File: src/rtl/pll_phase_ctrl.sv
// pll_phase_ctrl: sequences PLL dynamic phase steps (phasestep/phasedone handshake)
// and tracks the signed accumulated offset of each output counter.
module pll_phase_ctrl #(
  parameter int NUM_CLOCKS     = 3,
  parameter int STEP_W         = 8,
  parameter int PULSE_CYCLES   = 2,
  parameter int TIMEOUT_CYCLES = 1023
) (
  input  logic                         i_clk,
  input  logic                         i_reset_n,
  input  logic                         i_pll_locked,
  input  logic                         i_req_valid,
  output logic                         o_req_ready,
  input  logic [2:0]                   i_req_chan,
  input  logic signed [STEP_W-1:0]     i_req_steps,
  output logic [2:0]                   o_phasecounterselect,
  output logic                         o_phaseupdown,
  output logic                         o_phasestep,
  input  logic                         i_phasedone,
  output logic                         o_busy,
  output logic                         o_done,
  output logic                         o_error,
  output logic [NUM_CLOCKS*STEP_W-1:0] o_phase_offset
);
  localparam int CW = $clog2(TIMEOUT_CYCLES + PULSE_CYCLES + 1);
  localparam logic [2:0] NC = 3'(NUM_CLOCKS);
  localparam logic [CW-1:0] C1 = CW'(1);
  localparam logic [CW-1:0] PMAX = CW'(PULSE_CYCLES - 1);
  localparam logic [CW-1:0] TMAX = CW'(TIMEOUT_CYCLES - 1);
  localparam logic [STEP_W-1:0] ONE = STEP_W'(1);

  typedef enum logic [2:0] {IDLE, SETUP, PULSE, WAIT_LO, WAIT_HI, NEXT} state_t;

  state_t            r_state;
  logic [2:0]        r_chan;
  logic [STEP_W-1:0] r_rem;
  logic              r_dir;
  logic [CW-1:0]     r_cnt;
  logic [STEP_W-1:0] r_off [NUM_CLOCKS];
  logic [2:0]        r_sel;
  logic              r_updown;
  logic              r_step;
  logic              r_busy;
  logic              r_done;
  logic              r_err;

  logic              w_acc;
  logic              w_bad;
  logic [STEP_W-1:0] w_cur;
  logic [STEP_W:0]   w_sum;
  logic [STEP_W-1:0] w_abs;

  assign o_req_ready          = r_state == IDLE && i_pll_locked;
  assign o_phasecounterselect = r_sel;
  assign o_phaseupdown        = r_updown;
  assign o_phasestep          = r_step;
  assign o_busy               = r_busy;
  assign o_done               = r_done;
  assign o_error              = r_err;

  genvar g;
  for (g = 0; g < NUM_CLOCKS; g++) begin : g_off
    assign o_phase_offset[g*STEP_W +: STEP_W] = r_off[g];
  end

  always_comb begin
    w_cur = '0;
    for (int k = 0; k < NUM_CLOCKS; k++)
      if (i_req_chan == 3'(k)) w_cur = r_off[k];
  end

  // one extra bit exposes signed overflow of the final offset
  assign w_sum = {w_cur[STEP_W-1], w_cur} + {i_req_steps[STEP_W-1], i_req_steps};
  assign w_bad = i_req_chan >= NC || w_sum[STEP_W] != w_sum[STEP_W-1];
  assign w_abs = i_req_steps[STEP_W-1] ? STEP_W'(-i_req_steps) : i_req_steps;
  assign w_acc = i_req_valid && o_req_ready;

  always_ff @(posedge i_clk) begin
    if (!i_reset_n) begin
      r_state  <= IDLE;
      r_chan   <= '0;
      r_rem    <= '0;
      r_dir    <= 1'b0;
      r_cnt    <= '0;
      r_sel    <= '0;
      r_updown <= 1'b0;
      r_step   <= 1'b0;
      r_busy   <= 1'b0;
      r_done   <= 1'b0;
      r_err    <= 1'b0;
      for (int k = 0; k < NUM_CLOCKS; k++) r_off[k] <= '0;
    end else begin
      r_done <= 1'b0;
      r_err  <= 1'b0;
      if (r_state != IDLE && !i_pll_locked) begin
        r_state <= IDLE;
        r_step  <= 1'b0;
        r_busy  <= 1'b0;
        r_err   <= 1'b1;
      end else begin
        case (r_state)
          IDLE:
            if (w_acc) begin
              if (w_bad) r_err <= 1'b1;
              else if (i_req_steps == '0) r_done <= 1'b1;
              else begin
                r_state  <= SETUP;
                r_busy   <= 1'b1;
                r_chan   <= i_req_chan;
                r_rem    <= w_abs;
                r_dir    <= ~i_req_steps[STEP_W-1];
                r_sel    <= i_req_chan + 3'd2;
                r_updown <= ~i_req_steps[STEP_W-1];
              end
            end
          SETUP: begin
            r_state <= PULSE;
            r_step  <= 1'b1;
            r_cnt   <= '0;
          end
          PULSE:
            if (r_cnt == PMAX) begin
              r_state <= WAIT_LO;
              r_step  <= 1'b0;
              r_cnt   <= '0;
            end else r_cnt <= r_cnt + C1;
          WAIT_LO:
            if (!i_phasedone) begin
              r_state <= WAIT_HI;
              r_cnt   <= '0;
            end else if (r_cnt == TMAX) begin
              r_state <= IDLE;
              r_busy  <= 1'b0;
              r_err   <= 1'b1;
            end else r_cnt <= r_cnt + C1;
          WAIT_HI:
            if (i_phasedone) r_state <= NEXT;
            else if (r_cnt == TMAX) begin
              r_state <= IDLE;
              r_busy  <= 1'b0;
              r_err   <= 1'b1;
            end else r_cnt <= r_cnt + C1;
          NEXT: begin
            for (int k = 0; k < NUM_CLOCKS; k++)
              if (r_chan == 3'(k)) r_off[k] <= r_dir ? r_off[k] + ONE : r_off[k] - ONE;
            r_rem <= r_rem - ONE;
            if (r_rem == ONE) begin
              r_state <= IDLE;
              r_busy  <= 1'b0;
              r_done  <= 1'b1;
            end else r_state <= SETUP;
          end
          default: r_state <= IDLE;
        endcase
      end
    end
  end
endmodule

File: config.mk
export PLATFORM = sky130hd
export DESIGN_NAME = pll_phase_ctrl
export DESIGN_NICKNAME = d
export VERILOG_FILES = /design/src/rtl/pll_phase_ctrl.sv
export SDC_FILE = /design/constraint.sdc
export NUM_CORES = 1
export LEC_CHECK = 0
export CORE_ASPECT_RATIO = 1.25
export CORE_MARGIN = 10
export CORE_UTILIZATION = 50
export CTS_CLUSTER_SIZE = 12
export DETAILED_ROUTE_END_ITERATION = 7
export GPL_TIMING_DRIVEN = 1
export PLACE_DENSITY = 0.83
export SLEW_MARGIN = 15
export SYNTH_ARGS = -nofsm -noshare
export SYNTH_HDL_FRONTEND = slang
export SYNTH_SLANG_ARGS = --single-unit
File: constraint.sdc
create_clock -name i_clk -period 6.8 [get_ports i_clk]
set_input_delay 0.68 -clock i_clk [delete_from_list [all_inputs] [get_ports i_clk]]
set_output_delay 0.68 -clock i_clk [all_outputs]
set_load 0.005 [all_outputs]
==> summary.md <==
| Metric | Value |
|---|---|
| Outcome | completed |
| Post-synthesis sequential area ratio | 0.315 |
| Clock Latency Late Sink | roughly 0.33 ns |
| Initial antenna violation count | 0 |
| CP endpoint kind | register |
| Post-synth EDFFs | 24 |
| TritonCTS Sinks | between 50 and 60 |
| Hold slack | 0.487 ns |
| Yosys top cell by area | edfxtp_1 |
| Post-DRT Antenna Nets | 0 |
| Crit path DAT | ~4 ns |
| Finished Layout Cells | 631 |
| First-pass GRT wire length | 18.0 mm |
| Post-CTS resize count | 0 |
| Final setup violating endpoints | 0 |
| Rows | 37 |
| Root Driver | clkbuf_8 |
| Max_cap viols | 0 |
| Number of H-tree levels | 2 |
| Placer congestion estimate | slightly below 1 |
| Maximum clock rate | 265 MHz |
| Vias in the first global route | roughly 3,800 |
| Yosys reg bits | 56 |
| DRT Wirelength | 11.0 mm |
| Lkg Pwr | 1.88 nW |
| Syn Inst Count | 500 |
| Top-level port count | a little under 50 |
| Die area | around 13,000 µm² |
| Final period util | 0.555 |
| Post-synthesis net count | approximately 550 |
| Final #Nets | 584 |
| CP Max Fanout | 15 |
| Core area | between 8000 and 9000 µm² |
| FILL cells | 750 |
| CP cell instances | clkdlybuf4s50_1 > nor2b_1 > a21oi_1 > nor2_1 > ha_1 > a21oi_1 > o221ai_1 > a221o_1 > a22oi_2 > nor2_1 > a311oi_1 |
| Post-route minimum period | around 3.8 ns |
| Worst hold path class | reg -> reg |
| Power Total | 0.895 mW |
| Drt pass-1 iters | 5 |
| Fin. Hold Viols | 0 |
| IO Port Bufs | 48 |
| GRT Overall Usage | 0.176 |
| Worst-Margin Slew | 0.936 ns |
| Internal | 0.597 mW |
| Post-CTS Setup Inserts | 0 |
| Ant diodes | 0 |
| Ratio of cells with drive above 1 in the final layout | 0.0655 |
| Setup_tns | 0 ns |
| Synth Warn # | 0 |
| RSZ-0062 raised after global routing | no |
| Pins over their slew limit | 0 |
| CP Launch Type | primary input |
| CP peak stage delay | ~0.73 ns |
| Via count | between 3,000 and 4,000 |
| Pin count of the biggest net entering global routing | 27 |
| Vias per std cell | between 6 and 7 |
| Combinational share of power | 0.299 |
| Slew Limit Headroom | 0.374 |
| Worst setup margin | between 3 and 4 ns |
| Switch Pwr | about 0.3 mW |
| Slowest CP cell | clkdlybuf4s50_1 |
| Switch share | 0.333 |
| Final HPWL DP | ~8.3 mm |
| Dpl ws | ~2.8 ns |
| Inst Count DP | 623 |
| Max IR drop VDD | 103 µV |
| CTS Hold Bufs | 0 |
| Top cell type's share of synthesized area | 0.167 |
| Sequential power share | 0.448 |
| Avg WL per Cell | ~17 µm |
| Distinct cell type count after synthesis | 81 |
| CTS Buf Count | 5 |
| Power per cell area | between 150 and 200 nW/µm² |
| Grt ovf | 0 |
| Max Buffers Root-to-Sink | 2 |
| Ranking of synthesized cells by area | edfxtp_1, dfxtp_1, ha_1 |
| WS Path Type | in -> reg |
| Async SR Flop Fraction | 0 |
| Area Growth Syn to Fin | 13.6% |
| DRT iter0 DRCs | between 200 and 250 |
| Syn Area/Cell | 8.64 µm² |
| CTS tree | built |
| Clk slew on worst S/H paths | 0.10 ns |
| Skew final | 0.00788 ns |
| Worst Path Required | 7.03 ns |
| Part of the power in the clock network | 0.253 |
| Post-Syn Area | roughly 4300 µm² |
| Die height | roughly 120 µm |
| Initial Util | 0.518 |
| Most common flop cell mapped by yosys | dfxtp_1 |
| Die Wd | about 100 µm |
| Drc violations | 0 |
cells in the mapped netlist, drive strengths merged (5+ instances only):
| master | n |
|---|---|
| a2111oi | 5 |
| a21o | 8 |
| a21oi | 48 |
| and3 | 10 |
| buf | 11 |
| clkbuf | 12 |
| dfxtp | 32 |
| edfxtp | 24 |
| ha | 32 |
| inv | 29 |
| mux2i | 9 |
| nand2 | 29 |
| nand3 | 11 |
| nor2 | 68 |
| nor2b | 6 |
| nor3 | 12 |
| nor4 | 9 |
| o211ai | 11 |
| o21ai | 28 |
| o21bai | 8 |
| or3 | 5 |
| xnor2 | 15 |
| xor2 | 9 |
state kept, by name, indices dropped and copies added, names as in the netlist:
| name | flops |
|---|---|
| o_busy | 1 |
| o_done | 1 |
| o_error | 1 |
| o_phasecounterselect | 2 |
| o_phasestep | 1 |
| o_phaseupdown | 1 |
| r_chan | 3 |
| r_cnt | 11 |
| r_off | 24 |
| r_rem | 8 |
| r_state | 3 |
placed cells by master, fill, tap and decap left out, types with 5 or more instances in the layout:
| master | netlist | layout |
|---|---|---|
| a21o_1 | 7 | 7 |
| a21oi_1 | 47 | 47 |
| and3_1 | 10 | 10 |
| clkbuf_8 | 0 | 5 |
| clkdlybuf4s50_1 | 0 | 48 |
| dfxtp_1 | 32 | 32 |
| edfxtp_1 | 24 | 24 |
| ha_1 | 32 | 32 |
| inv_1 | 29 | 29 |
| mux2i_1 | 9 | 9 |
| nand2_1 | 27 | 27 |
| nand3_1 | 11 | 11 |
| nor2_1 | 68 | 68 |
| nor2b_1 | 5 | 5 |
| nor3_1 | 11 | 11 |
| nor4_1 | 8 | 8 |
| o211ai_1 | 10 | 10 |
| o21ai_0 | 25 | 24 |
| o21bai_1 | 8 | 8 |
| or3_1 | 5 | 5 |
| xnor2_1 | 15 | 15 |
| xor2_1 | 9 | 9 |
critical path, delay by kind of cell:
| family | cells | cell delay (ns) |
|---|---|---|
| AOI/OAI and AO/OA | 6 | 1.59 |
| buffers and inverters | 1 | 0.73 |
| and+or+nand+nor | 3 | 0.71 |
| adders and majority gates | 1 | 0.27 |
layout make-up:
type	instances	area [µm²]	share of cell area
clock buffer	6	73.8	0.0150
clock inverter	2	35.0	0.00714
inverter	29	109	0.0222
multi-input combinational	392	2720	0.554
sequential	56	1360	0.277
tap	97	121	0.0247
timing repair buffer	49	488	0.0994
metal layers:
metal,up-vias,GRT usage,share of wire
met5,-,0,0
met2,86,0.310,0.50
met1,1831,0.202,0.42
met3,14,0.0460,0.063
li1,1903,-,-
met4,0,0.0549,0.015
cell families (layout without fill, tap and decap cells):
| logic type | after synthesis | after routing | share of synthesized area |
|---|---|---|---|
| AOI/OAI and AO/OA | 149 | 149 | 0.246 |
| muxes | 9 | 9 | 0.0209 |
| and+or+nand+nor | 175 | 175 | 0.207 |
| buffers and inverters | 52 | 86 | 0.0551 |
| DFF | 56 | 56 | 0.315 |
| xor gates and xnor gates | 24 | 24 | 0.0487 |
| adders and majority gates | 35 | 35 | 0.107 |
final timing paths:
kind	start	end	slack, ns	depth (start not counted)
setup / recovery	i_req_chan[1]	o_phaseupdown	3.02	11
hold / removal	r_chan[2]	r_chan[2]	0.49	1
setup reg to reg	o_phaseupdown	r_off[0][23]	3.56	8
hold reg to reg	r_chan[2]	r_chan[2]	0.49	1
through the flow:
stage	area [µm²]	util
final	4910	0.589
after global placement	4800	0.576
after CTS	4910	0.589
after detailed placement	4800	0.576
after floorplan	4320	-
after global routing	4910	0.589
power by group through the flow:
stage	sequential, mW	combinational [mW]	clock (mW)
after floorplan	0.393	0.207	0
after global placement	0.407	0.255	0
after detailed placement	0.408	0.266	0
after CTS	0.400	0.267	0.231
after global routing	0.404	0.297	0.242
final	0.401	0.268	0.226
Power figures use the tool's default switching activity.
